**src/rtl/mem_wb_pipe_if.sv**
```systemverilog
// Writeback packet bus between pipeline stages: NUM_CH parallel register-file
// write channels travelling together under one valid/ready pair.
interface mem_wb_pipe_if #(
  parameter int NUM_CH = 2,
  parameter int DATA_W = 32,
  parameter int ADDR_W = 5,
  parameter int OPC_W  = 7
);
  // Handshake: the master holds valid and payload stable until a cycle in which
  // ready is also high; that edge is the transfer. ready may depend on valid.
  logic                       valid;
  logic                       ready;
  logic [NUM_CH*DATA_W-1:0]   wdata;
  logic [NUM_CH-1:0]          we;
  logic [NUM_CH*ADDR_W-1:0]   waddr;
  logic [NUM_CH*OPC_W-1:0]    opcode;

  modport master (output valid, wdata, we, waddr, opcode, input ready);
  modport slave  (input valid, wdata, we, waddr, opcode, output ready);
endinterface

```
**src/rtl/mem_wb_pipe.sv**
```systemverilog
// MEM/WB pipeline stage: DEPTH register stages carrying NUM_CH writeback channels.
// Optional MEM_WB_PIPE_PERF_EN adds perf_retired / perf_stall counters.
module mem_wb_pipe #(
  parameter int DATA_W = 32,
  parameter int ADDR_W = 5,
  parameter int OPC_W  = 7,
  parameter int NUM_CH = 2,
  parameter int DEPTH  = 1,
  localparam int OCC_W = $clog2(DEPTH + 1)
) (
  input  logic               clk,
  input  logic               rst,
  input  logic               flush,
  mem_wb_pipe_if.slave       in_bus,
  mem_wb_pipe_if.master      out_bus,
  output logic [OCC_W-1:0]   occupancy
`ifdef MEM_WB_PIPE_PERF_EN
  ,
  output logic [31:0]        perf_retired,
  output logic [31:0]        perf_stall
`endif
);

  logic [DEPTH-1:0]         valid_q;
  logic [NUM_CH*DATA_W-1:0] wdata_q  [DEPTH];
  logic [NUM_CH-1:0]        we_q     [DEPTH];
  logic [NUM_CH*ADDR_W-1:0] waddr_q  [DEPTH];
  logic [NUM_CH*OPC_W-1:0]  opcode_q [DEPTH];

  logic [DEPTH-1:0]         adv;
  logic [NUM_CH-1:0]        san_we;
  logic                     accept;

  // A stage may load while any downstream stage has a hole or the output drains.
  always_comb begin
    adv = '0;
    for (int k = 0; k < DEPTH; k++) begin
      adv[k] = out_bus.ready;
      for (int j = k + 1; j < DEPTH; j++) begin
        if (!valid_q[j]) adv[k] = 1'b1;
      end
    end
    adv[DEPTH-1] = out_bus.ready | ~valid_q[DEPTH-1];
  end

  assign in_bus.ready = adv[0] & ~flush;
  assign accept       = in_bus.valid & in_bus.ready;

  // x0 writes are dropped; on a duplicate destination the highest channel wins.
  always_comb begin
    san_we = in_bus.we;
    for (int i = 0; i < NUM_CH; i++) begin
      if (in_bus.waddr[i*ADDR_W +: ADDR_W] == '0) san_we[i] = 1'b0;
      for (int j = i + 1; j < NUM_CH; j++) begin
        if (in_bus.we[i] && in_bus.we[j] &&
            in_bus.waddr[i*ADDR_W +: ADDR_W] == in_bus.waddr[j*ADDR_W +: ADDR_W])
          san_we[i] = 1'b0;
      end
    end
  end

  always_ff @(posedge clk) begin
    if (rst) begin
      valid_q <= '0;
      for (int k = 0; k < DEPTH; k++) begin
        wdata_q[k]  <= '0;
        we_q[k]     <= '0;
        waddr_q[k]  <= '0;
        opcode_q[k] <= '0;
      end
    end else begin
      if (adv[0]) valid_q[0] <= accept;
      if (accept) begin
        wdata_q[0]  <= in_bus.wdata;
        we_q[0]     <= san_we;
        waddr_q[0]  <= in_bus.waddr;
        opcode_q[0] <= in_bus.opcode;
      end
      // Payload only moves with a real packet, so vacated stages keep their contents.
      for (int k = 1; k < DEPTH; k++) begin
        if (adv[k]) valid_q[k] <= valid_q[k-1];
        if (adv[k] && valid_q[k-1] && !flush) begin
          wdata_q[k]  <= wdata_q[k-1];
          we_q[k]     <= we_q[k-1];
          waddr_q[k]  <= waddr_q[k-1];
          opcode_q[k] <= opcode_q[k-1];
        end
      end
      if (flush) valid_q <= '0;
    end
  end

  assign out_bus.valid  = valid_q[DEPTH-1];
  assign out_bus.we     = valid_q[DEPTH-1] ? we_q[DEPTH-1] : '0;
  assign out_bus.wdata  = wdata_q[DEPTH-1];
  assign out_bus.waddr  = waddr_q[DEPTH-1];
  assign out_bus.opcode = opcode_q[DEPTH-1];

  always_comb begin
    occupancy = '0;
    for (int k = 0; k < DEPTH; k++) occupancy = occupancy + OCC_W'(valid_q[k]);
  end

`ifdef MEM_WB_PIPE_PERF_EN
  always_ff @(posedge clk) begin
    if (rst) begin
      perf_retired <= '0;
      perf_stall   <= '0;
    end else begin
      if (out_bus.valid && out_bus.ready)  perf_retired <= perf_retired + 32'd1;
      if (out_bus.valid && !out_bus.ready) perf_stall   <= perf_stall + 32'd1;
    end
  end
`endif

endmodule

```
**src/flat_wrapper.sv**
```systemverilog
// flat-port wrapper written by rule: the top's interface ports become plain ports
module mem_wb_pipe_flat 
#(
  parameter int DATA_W = 32,
  parameter int ADDR_W = 5,
  parameter int OPC_W  = 7,
  parameter int NUM_CH = 2,
  parameter int DEPTH  = 1,
  localparam int OCC_W = $clog2(DEPTH + 1)
)
  (clk, rst, flush, occupancy, in_bus_valid, in_bus_wdata, in_bus_we, in_bus_waddr, in_bus_opcode, in_bus_ready, out_bus_valid, out_bus_wdata, out_bus_we, out_bus_waddr, out_bus_opcode, out_bus_ready);
  mem_wb_pipe_if #(.NUM_CH(NUM_CH), .DATA_W(DATA_W), .ADDR_W(ADDR_W), .OPC_W(OPC_W)) in_bus_i ();
  mem_wb_pipe_if #(.NUM_CH(NUM_CH), .DATA_W(DATA_W), .ADDR_W(ADDR_W), .OPC_W(OPC_W)) out_bus_i ();
  input  logic clk;
  input  logic rst;
  input  logic flush;
  output logic [OCC_W-1:0] occupancy;
  input wire logic [$bits(in_bus_i.valid)-1:0] in_bus_valid;
  input wire logic [$bits(in_bus_i.wdata)-1:0] in_bus_wdata;
  input wire logic [$bits(in_bus_i.we)-1:0] in_bus_we;
  input wire logic [$bits(in_bus_i.waddr)-1:0] in_bus_waddr;
  input wire logic [$bits(in_bus_i.opcode)-1:0] in_bus_opcode;
  output wire logic [$bits(in_bus_i.ready)-1:0] in_bus_ready;
  output wire logic [$bits(out_bus_i.valid)-1:0] out_bus_valid;
  output wire logic [$bits(out_bus_i.wdata)-1:0] out_bus_wdata;
  output wire logic [$bits(out_bus_i.we)-1:0] out_bus_we;
  output wire logic [$bits(out_bus_i.waddr)-1:0] out_bus_waddr;
  output wire logic [$bits(out_bus_i.opcode)-1:0] out_bus_opcode;
  input wire logic [$bits(out_bus_i.ready)-1:0] out_bus_ready;
  assign in_bus_i.valid = in_bus_valid;
  assign in_bus_i.wdata = in_bus_wdata;
  assign in_bus_i.we = in_bus_we;
  assign in_bus_i.waddr = in_bus_waddr;
  assign in_bus_i.opcode = in_bus_opcode;
  assign in_bus_ready = in_bus_i.ready;
  assign out_bus_valid = out_bus_i.valid;
  assign out_bus_wdata = out_bus_i.wdata;
  assign out_bus_we = out_bus_i.we;
  assign out_bus_waddr = out_bus_i.waddr;
  assign out_bus_opcode = out_bus_i.opcode;
  assign out_bus_i.ready = out_bus_ready;
  mem_wb_pipe #(.DATA_W(DATA_W), .ADDR_W(ADDR_W), .OPC_W(OPC_W), .NUM_CH(NUM_CH), .DEPTH(DEPTH)) u_core (.clk(clk), .rst(rst), .flush(flush), .in_bus(in_bus_i), .out_bus(out_bus_i), .occupancy(occupancy));
endmodule
```
**config.mk**
```make
export PLATFORM = sky130hd
export DESIGN_NAME = mem_wb_pipe_flat
export DESIGN_NICKNAME = d
export VERILOG_FILES = /design/src/rtl/mem_wb_pipe_if.sv /design/src/rtl/mem_wb_pipe.sv /design/src/flat_wrapper.sv
export SDC_FILE = /design/constraint.sdc
export NUM_CORES = 1
export LEC_CHECK = 0
export BUFFER_PORTS_ARGS = -buffer_cell sky130_fd_sc_hd__buf_4
export CAP_MARGIN = 20
export CORE_ASPECT_RATIO = 1.5
export CORE_MARGIN = 2
export CORE_UTILIZATION = 25
export CTS_CLUSTER_DIAMETER = 100
export CTS_CLUSTER_SIZE = 25
export DETAILED_ROUTE_END_ITERATION = 6
export HOLD_SLACK_MARGIN = 0.15
export PLACE_DENSITY = 0.62
export REMOVE_ABC_BUFFERS = 1
export SYNTH_ARGS = -nofsm -noshare
export SYNTH_HDL_FRONTEND = slang
export SYNTH_SLANG_ARGS = --single-unit
export TNS_END_PERCENT = 20
```
**constraint.sdc**
```tcl
create_clock -name clk -period 3 [get_ports clk]
set_input_delay 0.6 -clock clk [delete_from_list [all_inputs] [get_ports clk]]
set_output_delay 0.6 -clock clk [all_outputs]
set_load 0.03 [all_outputs]
```
==> impl_metrics.csv, run 1 <==
group,metric,value,unit
finish,fillers,1321,
clock_network,clk_latency,0.33,ns
synth,synth_common_cells,"90 x edfxtp_1, 73 x and2_1, 17 x and2_2",
route,num_vias,2313,
critical_path,crit_arrival,1.83,ns
timing,setup_viol,0,
synth,ys_warn_count,0,
timing,worst_slew_pin_slew,0.667,ns
critical_path,critPathKind,"flop to flop",
route,routed_wl,8.47,mm
synth,syn-mean-instance-area,16.7,um2
critical_path,worstReg2RegEnd,"u_core.wdata_q[0][34]",
timing,worst_slew_margin_rel,55.5,%
floorplanning,core_area,13900,um2
clock_network,clock_sinks,91,
timing,period_share,60.9,%
power,peakVddDrop,0.253,mV
place,globalplace.congestion,0.729,
place,portBuffers,187,
synth,synthCells,210,
critical_path,endpoint_kind,"flop",
route,vias_per_cell,4.06,
synth,synth_top_area_share,76.8,%
floorplanning,initial_utilization,25.4,%
finish,synthToLayoutAreaGrowth,53.6,%
synth,synth_cell_types,18,
timing,rsz0062_at_grt,"no",
place,hpwl,6.21,mm
power,p_leak,2.39,nW
synth,synth_top_cell_by_area,"edfxtp_1",
critical_path,critical_path_buf_inv_count,1,
finish,drive_above_1_share,55.3,%
timing,slew_viol_final,0,
floorplanning,ioPinCount,188,
clock_network,cts_max_path_buffers,2,
synth,synth_most_common_cell,"edfxtp_1",
clock_network,post_cts_buffers,0,
finish,diodes,0,
grt,first_global_vias,2378,
critical_path,ff2ff_path_depth,4,
power,p_per_area,569,nW/um2
critical_path,regToRegSetupSlack,1.17,ns
critical_path,worstPathRequired,3.00,ns
clock_network,cts_buffers,9,
synth,yosysSeqAreaShare,77.4,%
route,drt-wirelength-per-cell,14.9,um
clock_network,cts_tree,"done",
route,firstDrtPassIters,4,
route,drc,0,
synth,synth.cell_area,3520,um2
route,ant_nets,0,
outcome,status,"finished, final reports clean",
synth,postSynth.asyncResetShare,0,%
synth,synth_ff_type,"edfxtp_1",
critical_path,path_delay_family,"compound AO/OA/AOI/OAI gates",
timing,min_period,1.83,ns
critical_path,crit_end,"u_core.wdata_q[0][34]",
grt,grt_usage,11.0,%
critical_path,cp_max_fo,54,
timing,fmax,548,MHz
synth,ys_ff_latch,91,
clock_network,postCtsResizedCells,0,
finish,nets,495,
floorplanning,die_h,149,um
timing,clock_skew,0.00989,ns
floorplanning,die_w,101,um
critical_path,r2r-start,"u_core.out_bus.valid",
clock_network,htree_levels,3,
critical_path,startpoint,"u_core.out_bus.valid",
critical_path,slowest_delay,0.47,ns
grt,grt_max_degree,91,
grt,antenna_found_initial,0,
grt,grt_pass1_wl,12.3,mm
synth,yosys-top-cells-area,"edfxtp_1 77%, and2_1 13%, and2_2 3.6%",
run,max-cap-violations,0,
critical_path,worstPathCellList,"nor2b_4 -> nor2_1 -> a21o_4 -> buf_12",
clock_network,path_clk_slew,0.07,ns
timing,finalHoldViolCount,0,
synth,synth-edff-count,90,
clock_network,ctsHoldBuffers,0,
route,drt-initial-drc-count,70,
critical_path,cp.depth,4,
timing,setup-tns-final,0,ns
grt,grt_overflow_total,0,
floorplanning,num_rows,53,
timing,whs,0.459,ns
critical_path,crit_path_start_kind,"flop",
critical_path,cp_slowest_cell,"a21o_4",
floorplanning,dieArea,15100,um2
clock_network,root_buffer,"clkbuf_16",
hold_path,hold_path_class,"primary input to flop",
[stage by stage]
stage	total power, mW	util, %	area (um2)	std cells	worst slack [ns]
after global routing	3.21	39.0	5400	570	1.05
after CTS	3.14	39.0	5400	570	1.14
after floorplan	1.74	-	3460	200	-0.596
after detailed placement	1.98	36.8	5100	554	0.906
final	3.08	39.0	5400	570	1.17
after global placement	1.97	36.8	5100	554	0.938
[where the power goes]
part           total (mW)  switching [mW]  leakage, nW  internal (mW)
Clock                1.13           0.481        0.148          0.652
Combinational       0.445           0.252         1.26          0.193
Sequential           1.50          0.0208        0.981           1.48
[cell families (layout without fill, tap and decap cells)]
group,Yosys count,count (layout),synth area share [%]
xor gates and xnor gates,5,5,1.25
and+or+nand+nor,101,101,18.9
buffers and inverters,10,205,1.67
AOI/OAI and AO/OA,3,3,0.818
DFF,91,91,77.4
[flip-flops by register name, indices dropped and copies added (netlist names)]
signal                flops
u_core.we_q               2
u_core.opcode_q          14
u_core.waddr_q           10
u_core.out_bus.valid      1
u_core.wdata_q           64
[how the worst min path moves through the flow]
stage                         startpoint                    to  slack [ns]  cells after the start
floorplan                          flush  u_core.out_bus.valid        0.68                      1
global placement    u_core.out_bus.valid  u_core.out_bus.valid        0.64                      3
detailed placement  u_core.out_bus.valid  u_core.out_bus.valid        0.66                      3
CTS                                flush  u_core.out_bus.valid        0.44                      2
global route                       flush  u_core.out_bus.valid        0.45                      2
finish                             flush  u_core.out_bus.valid        0.46                      2
[layer usage]
metal	vias up	GRT usage, %	routed length [um]
met4	0	5.48	227
met1	1083	11.6	2940
met2	99	19.0	4640
met3	16	4.31	666
li1	1115	-	-
met5	-	0	0
[worst reg2reg max path, stage by stage (launching register included)]
cell     delay, ns
dfxtp_1       0.35
nor2b_4       0.15
nor2_1        0.15
a21o_4        0.47
buf_12        0.34
[layout make-up]
type	instances	area (um2)	share of cell area (%)
timing repair buffer	189	1430	26.5
clock inverter	7	73.8	1.37
sequential	91	2720	50.4
multi-input combinational	109	743	13.8
clock buffer	9	225	4.17
tap	165	206	3.82
[placed cells by master, fill, tap and decap left out, types with 2 or more instances in the layout]
cell / Yosys / layout
and2_1: 73 / 73
and2_2: 17 / 17
buf_4: 1 / 188
clkbuf_16: 0 / 9
edfxtp_1: 90 / 90
inv_6: 0 / 3
nand2_1: 2 / 2
nor2_1: 3 / 3
nor3_1: 2 / 2
xnor2_1: 5 / 5
No activity file was read; power rests on OpenSTA's default activity.
==> run 2, diff against run 1 <==
- ABC_AREA: not set -> 1
- PLACE_DENSITY: 0.62 -> 0.6
- clock period: 3 -> 1.8 ns (I/O delays scaled with it)
==> run 2 against run 1 <==
  * Setup slack lost 0.84 ns
  * Area after synthesis grew 3.2%
  * Largest cell class unchanged
  * Final cell count grew 25%
  * Total power grew 75%
  * Sequential power grew 67%
  * Combinational power grew 76%
  * Utilization grew 1.0 points
  * Highest routed layer unchanged
  * Clock power grew 85%
==> impl_metrics.csv, run 2 <==
group,metric,value,unit
synth,synth-edff-count,90,
route,vias_per_cell,3.82,
synth,synthCells,320,
synth,synth_common_cells,"96 x nor2_1, 93 x inv_1, 90 x edfxtp_1",
critical_path,endpoint_kind,"output port",
critical_path,regToRegSetupSlack,0.39,ns
synth,syn-mean-instance-area,11.3,um2
clock_network,htree_levels,3,
outcome,status,"finished, final reports clean",
synth,synth_top_area_share,74.5,%
synth,ys_ff_latch,91,
critical_path,cp_max_fo,6,
timing,whs,0.298,ns
grt,first_global_vias,2750,
finish,layout_commonest_cell,"buf_4",
timing,setup-tns-final,0,ns
place,globalplace.congestion,0.779,
power,finalPower,5.37,mW
hold_path,holdPathStages,4,
place,placed_cell_area,5320,um2
run,max-cap-violations,0,
critical_path,crit_path_start_kind,"flop",
route,drc,0,
timing,fmax,681,MHz
timing,rsz0062_at_grt,"no",
timing,setup_viol,0,
clock_network,clock_sinks,91,
clock_network,root_buffer,"clkbuf_16",
synth,ys_warn_count,0,
floorplanning,ioPinCount,188,
critical_path,worstPathRequired,1.44,ns
route,ant_nets,0,
place,placed_cells,695,
finish,fillers,1363,
route,drt-wirelength-per-cell,12.5,um
floorplanning,dieArea,15500,um2
timing,clock_skew,0.00834,ns
grt,grt_overflow_total,0,
synth,synth.cell_area,3630,um2
floorplanning,die_h,152,um
finish,largest_register,"u_core.wdata_q",
power,p_leak,2.90,nW
clock_network,ctsHoldBuffers,0,
timing,slew_viol_final,0,
floorplanning,initial_utilization,25.7,%
synth,yosys-top-cells-area,"edfxtp_1 74%, nor2_1 9.9%, inv_1 9.6%",
grt,grt_max_degree,44,
route,routed_wl,8.90,mm
power,p_per_area,950,nW/um2
grt,grt_pass1_wl,13.3,mm
timing,min_period,1.47,ns
synth,postSynth.asyncResetShare,0,%
finish,top_regs,"u_core.wdata_q (64), u_core.opcode_q (14), u_core.waddr_q (10)",
clock_network,postCtsResizedCells,0,
synth,synth_top_cell_by_area,"edfxtp_1",
place,hpwl,7.06,mm
place,portBuffers,187,
route,drt-initial-drc-count,75,
finish,nets,609,
route,num_vias,2713,
finish,drive_above_1_share,40.3,%
synth,synth_ff_type,"edfxtp_1",
clock_network,path_clk_slew,0.06,ns
route,firstDrtPassIters,4,
critical_path,ff2ff_path_depth,4,
floorplanning,core_area,14100,um2
timing,period_share,81.6,%
synth,yosysSeqAreaShare,75.0,%
clock_network,cts_tree,"done",
critical_path,critPathKind,"flop to output port",
floorplanning,num_rows,53,
timing,setup_slack,0.332,ns
finish,largest_reg_flops,64,
finish,diodes,0,
finish,finalNonFillerCells,711,
synth,synth_cell_types,14,
place,dp_slack,0.260,ns
clock_network,cts_max_path_buffers,2,
finish,final_cell_mix,"189 x buf_4, 96 x nor2_1, 93 x inv_1",
timing,worst_slew_margin_rel,79.3,%
finish,fin_util,40.0,%
clock_network,clk_latency,0.33,ns
finish,synthToLayoutAreaGrowth,55.7,%
timing,finalHoldViolCount,0,
timing,worst_slew_pin_slew,0.310,ns
clock_network,post_cts_buffers,0,
critical_path,crit_arrival,1.11,ns
floorplanning,die_w,102,um
grt,antenna_found_initial,0,
hold_path,hold_path_class,"primary input to flop",
finish,stdcell_area,5650,um2
power,peakVddDrop,0.517,mV
synth,synth_most_common_cell,"nor2_1",
clock_network,cts_buffers,9,
grt,grt_usage,11.4,%
run 2: final cells by class:
class	count	area, um2	area share [%]
well taps	192	240	4.25
flip-flops and latches	91	2720	48.2
clock inverters	5	101	1.79
clock buffers	11	233	4.12
multi-input cells	125	503	8.90
inverters	94	353	6.24
repair buffers	193	1500	26.5
run 2: power by group:
part	switching (mW)	total [mW]	internal, mW
logic	0.458	0.783	0.325
registers	0.0369	2.50	2.46
clock network	0.737	2.09	1.35
total	1.23	5.37	4.14
run 2: path summary, 6_finish.rpt:
| kind | from | to |
|---|---|---|
| min | flush | u_core.out_bus.valid |
| min reg2reg | u_core.out_bus.valid | u_core.out_bus.valid |
| max reg2reg | u_core.out_bus.valid | u_core.wdata_q[0][54] |
| max | u_core.out_bus.valid | in_bus_ready |
run 2: cell families after synthesis:
logic type | share of synthesized area [%]
flip-flops | 75.0
AO/OA/AOI/OAI | 0.414
buffers and inverters | 11.3
AND/OR/NAND/NOR | 13.2
run 2: critical path, stage by stage, from the launching register on:
cell	delay (ns)
dfxtp_1	0.36
a21oi_1	0.22
buf_4	0.20
run 2: per-layer routing:
metal	wire length [um]	global-route usage, %
met2	4910	20.9
met3	555	3.26
met4	301	6.67
met5	0	0
met1	3140	11.2
